[src/rtl/pc_sequencer.sv]
// Program counter sequencer for the MIPS front end: fetch handshake, issue with
// stall hold, next-PC selection (jr > jump > branch > sequential), misaligned-jr halt.
module pc_sequencer #(
    parameter logic [31:0] RESET_PC = 32'h0000_0000,
    parameter int          COUNT_W  = 32
) (
    input  logic               clk_i,
    input  logic               reset_i,
    input  logic               stall_i,
    input  logic               imem_ready_i,
    input  logic               branch_taken_i,
    input  logic [15:0]        branch_offset_i,
    input  logic               jump_i,
    input  logic [25:0]        jump_target_i,
    input  logic               jr_i,
    input  logic [31:0]        jr_addr_i,
    output logic [31:0]        pc_o,
    output logic [31:0]        pc_plus4_o,
    output logic               imem_req_o,
    output logic               instr_valid_o,
    output logic [COUNT_W-1:0] retire_count_o,
    output logic               pc_error_o
);

    typedef enum logic [1:0] {BOOT, FETCH, ISSUE, HALT} state_t;

    state_t             state_q, state_d;
    logic [31:0]        pc_q, pc_d;
    logic [COUNT_W-1:0] cnt_q, cnt_d;
    logic [31:0]        pc_plus4;
    logic [31:0]        br_disp;

    assign pc_plus4 = pc_q + 32'd4;
    assign br_disp  = {{14{branch_offset_i[15]}}, branch_offset_i, 2'b00};

    always_ff @(posedge clk_i or posedge reset_i) begin
        if (reset_i) begin
            state_q <= BOOT;
            pc_q    <= RESET_PC;
            cnt_q   <= '0;
        end else begin
            state_q <= state_d;
            pc_q    <= pc_d;
            cnt_q   <= cnt_d;
        end
    end

    always_comb begin
        state_d       = state_q;
        pc_d          = pc_q;
        cnt_d         = cnt_q;
        imem_req_o    = 1'b0;
        instr_valid_o = 1'b0;
        pc_error_o    = 1'b0;
        case (state_q)
            BOOT:  state_d = FETCH;
            FETCH: begin
                imem_req_o = 1'b1;
                if (imem_ready_i) state_d = ISSUE;
            end
            ISSUE: begin
                instr_valid_o = 1'b1;
                if (!stall_i) begin
                    // A misaligned jr halts with pc left on the jr itself and no retire.
                    if (jr_i && (jr_addr_i[1:0] != 2'b00)) begin
                        state_d = HALT;
                    end else begin
                        state_d = FETCH;
                        cnt_d   = cnt_q + 1'b1;
                        if (jr_i)              pc_d = jr_addr_i;
                        else if (jump_i)       pc_d = {pc_plus4[31:28], jump_target_i, 2'b00};
                        else if (branch_taken_i) pc_d = pc_plus4 + br_disp;
                        else                   pc_d = pc_plus4;
                    end
                end
            end
            HALT:    pc_error_o = 1'b1;
            default: state_d = BOOT;
        endcase
    end

    assign pc_o           = pc_q;
    assign pc_plus4_o     = pc_plus4;
    assign retire_count_o = cnt_q;

endmodule

[config.mk]
export PLATFORM = sky130hd
export DESIGN_NAME = pc_sequencer
export DESIGN_NICKNAME = d
export VERILOG_FILES = /design/src/rtl/pc_sequencer.sv
export SDC_FILE = /design/constraint.sdc
export NUM_CORES = 1
export LEC_CHECK = 0
export ABC_AREA = 1
export CORE_MARGIN = 4
export CORE_UTILIZATION = 27
export DETAILED_ROUTE_END_ITERATION = 8
export GPL_ROUTABILITY_DRIVEN = 0
export PLACE_DENSITY_LB_ADDON = 0.12
export RECOVER_POWER = 25
export SKIP_LAST_GASP = 1
export SLEW_MARGIN = 20
export SYNTH_ARGS = -nofsm -noshare
export SYNTH_HDL_FRONTEND = slang
export SYNTH_SLANG_ARGS = --single-unit
[constraint.sdc]
create_clock -name clk_i -period 4.5 [get_ports clk_i]
set_input_delay 0.9 -clock clk_i [delete_from_list [all_inputs] [get_ports clk_i]]
set_output_delay 0.9 -clock clk_i [all_outputs]
set_load 0.005 [all_outputs]
==> out/metrics.cfg <==
[logic_synthesis]
syn_nets=1315
yosysSeqAreaShare_pct=23.2
synth_cells=1191
ys_seq_elements=66
post_synthesis_adder_cell_area_fraction_pct=7.67
synth_enable_flop_cells=0
synth_mux_area_share_pct=0
post_synth_and_or_nand_nor_area_fraction_pct=42.8
syn-cell-area_mm2=0.00711
ys_dominant_reg_cell=sky130_fd_sc_hd__dfrtp_1
average_instance_area_after_synthesis_um2=5.97
yosys_warnings=0
post_synth_xor_area_fraction_pct=6.28
netlist-cell-type-count=40
dominant_combinational_cell_family_by_area_after_synthesis=simple AND/OR/NAND/NOR gates
synth-compound-area-share_pct=8.20
ys_async_sr_fraction_pct=100

[clock_network]
cts.path.max_buffers=2
worst_skew_pair.late_latency_ps=330
post_cts_hold_buffer_count=0
clk_transition_reported_paths_ps=60
tritoncts.num_buffers=9
cts_htree_levels=3
cts.repair_timing.setup_buffer_count=0
cts_sinks=66
ctsRootBufferMaster=sky130_fd_sc_hd__clkbuf_16
tritoncts=yes
cts_repair_resize_count=0

[setup_path]
cp-end-kind=register
critical_path_arrival_ps=4080
startpoint_type=register
required_ps=4710
critPathKind=register to register
crit_fanout=8

[sta]
slew_at_the_pin_with_the_worst_max_slew_slack_ps=1360
clock_skew_ps=12.6
final_count_of_hold_timing_violations=0
finalWorstPathRequiredPeriod_ps=3860
drv_slew=0
setup_viol_count_final=0
accumulated_negative_setup_slack_ps=0
maxClockFrequency_mhz=259
timing.final.crit_share_pct=85.9
timing.max_slew.rel_slack_pct=8.98
grt_setup_unrepaired=no

[power]
cellLeakagePower_uw=0.00487
worst_ir_drop_vdd_v=0.000206
cellPowerDensity_mw_per_mm2=543

[outcome]
run_status=finished, final reports clean

[min_path]
min-delay-path-class=register to register

[detailed_routing]
dr.first_iter.drc_count=384
drt-pass1-iter-count=5
antenna_left=0
highest-signal-layer=met5
drt-total-wl_um=27500
wire_per_inst_um=16.2
met1Wirelength_um=12100
vias=7674
detail_route.drc_violations=0
routed_wire_length_on_met2_um=13500
route.detailed.vias_per_inst=4.50
met3_routed_length_um=1680

[global_routing]
grt.overflow.total=0
grt_first_pass_wirelength_um=42900
grt_pass1_vias=7820
number_of_antenna_violations_at_the_first_check_in_global_routing=1
grt_start_max_net_pins=58
grt_use_total_pct=18.9

[finish]
final_cell_count_no_fill=1704
drive_gt1_share_pct=4.67
most_frequent_standard_cell_in_the_layout_excluding_fill_and_tap_cells=sky130_fd_sc_hd__nand2_1
syn2layout_area_growth_pct=34.8
num_antenna_cells=0
most-common-layout-cells=sky130_fd_sc_hd__nand2_1, sky130_fd_sc_hd__inv_1, sky130_fd_sc_hd__clkdlybuf4s50_1, sky130_fd_sc_hd__nor2_1, sky130_fd_sc_hd__nand3_1
final_nets=1488

[placed_design]
place_hpwl_um=23000
dpl.cell_count=1688
io_buffers=179

[floorplan]
core_mm2=0.0260
fp.dieArea_mm2=0.0290
placement_rows=59
die_h_um=170
ioPinCount=180
floorplan.die.width_um=170
floorplan.initialDensity_pct=27.4

[run]
maxCapViolCount=0

[path summary, 6_finish.rpt]
kind,from,end,slack [ps],depth (start not counted)
min reg2reg,retire_count_o[28],retire_count_o[28],500,1
min in group asynchronous,reset_i,retire_count_o[23],1410,2
max,pc_o[2],pc_o[22],640,18
max in group asynchronous,reset_i,pc_o[13],1950,3
max reg2reg,pc_o[2],pc_o[22],640,18
min,retire_count_o[28],retire_count_o[28],500,1
[power by group]
group / switching (uW) / internal [uW] / total, uW
logic: 1970 / 1410 / 3380
registers: 304 / 754 / 1060
clock network: 268 / 499 / 767
[stage by stage]
stage | cell area, um2 | power, uW | utilization, % | hold slack (ps) | worst slack (ps)
CTS | 9600 | 5250 | 36.9 | 512 | 681
finish | 9580 | 5210 | 36.9 | 502 | 635
detailed placement | 9280 | 4450 | 35.7 | 496 | 590
global route | 9580 | 5720 | 36.9 | 521 | 395
floorplan | 7110 | 2930 | - | 484 | 1660
global placement | 9280 | 4460 | 35.7 | 498 | 567
[layer usage]
metal  vias to the layer above  track usage [%]
met4                         2             3.33
met3                        11             4.25
met5                         -                0
met1                      3465             23.8
met2                       147             33.5
li1                       4049                -
[flip-flops by register name, indices dropped and copies added (netlist names)]
signal and cells:
state_q 2, retire_count_o 32, pc_o 32
[worst max-delay path: stages (launching register included)]
cell,delay (ps)
sky130_fd_sc_hd__dfrtp_1,510
sky130_fd_sc_hd__ha_1,260
sky130_fd_sc_hd__nand3_1,140
sky130_fd_sc_hd__nor3_2,340
sky130_fd_sc_hd__nand2_1,110
sky130_fd_sc_hd__xor2_1,320
sky130_fd_sc_hd__inv_1,130
sky130_fd_sc_hd__ha_1,390
sky130_fd_sc_hd__nand2_1,120
sky130_fd_sc_hd__nor2_1,310
sky130_fd_sc_hd__inv_1,100
sky130_fd_sc_hd__nor2_1,250
sky130_fd_sc_hd__nand4_1,210
sky130_fd_sc_hd__nand4_1,120
sky130_fd_sc_hd__nand3_1,120
sky130_fd_sc_hd__nand2_1,140
sky130_fd_sc_hd__nand2_1,60
sky130_fd_sc_hd__nand2_1,50
sky130_fd_sc_hd__nand2_1,40
[cell usage after synthesis, types with 5 or more instances]
master / n / area share, %
sky130_fd_sc_hd__o21ai_1: 5 / 0.35
sky130_fd_sc_hd__nand3_1: 76 / 5.4
sky130_fd_sc_hd__o211ai_1: 6 / 0.63
sky130_fd_sc_hd__xor2_1: 42 / 5.2
sky130_fd_sc_hd__a21oi_1: 53 / 3.7
sky130_fd_sc_hd__nor3_1: 16 / 1.1
sky130_fd_sc_hd__inv_1: 192 / 10
sky130_fd_sc_hd__nand4_1: 21 / 1.8
sky130_fd_sc_hd__o21ai_0: 29 / 2.0
sky130_fd_sc_hd__nor2_4: 10 / 1.6
sky130_fd_sc_hd__nor2_1: 124 / 6.5
sky130_fd_sc_hd__nand2_2: 11 / 0.97
sky130_fd_sc_hd__nor4_1: 7 / 0.62
sky130_fd_sc_hd__nand3b_1: 5 / 0.53
sky130_fd_sc_hd__xnor2_1: 9 / 1.1
sky130_fd_sc_hd__clkbuf_1: 19 / 1.0
sky130_fd_sc_hd__nor3_2: 5 / 0.70
sky130_fd_sc_hd__nand2_1: 411 / 22
sky130_fd_sc_hd__nor2_2: 7 / 0.62
sky130_fd_sc_hd__dfrtp_1: 66 / 23
sky130_fd_sc_hd__ha_1: 42 / 7.4
[logic make-up after synthesis]
logic type               count (synthesis)
AO/OA/AOI/OAI                          107
XOR/XNOR                                51
adder cells (fa/ha/maj)                 43
buffers and inverters                  221
flip-flops                              66
AND/OR/NAND/NOR                        703
[layout make-up]
cell class                      count  area (um2)
Inverter                          196         736
Multi-Input combinational cell    904        4610
Sequential cell                    66        1650
Tap cell                          335         419
Clock inverter                      5        77.6
Timing Repair Buffer              187        1850
Fill cell                        2924       16400
Clock buffer                       11         243
Power figures use the tool's default switching activity.
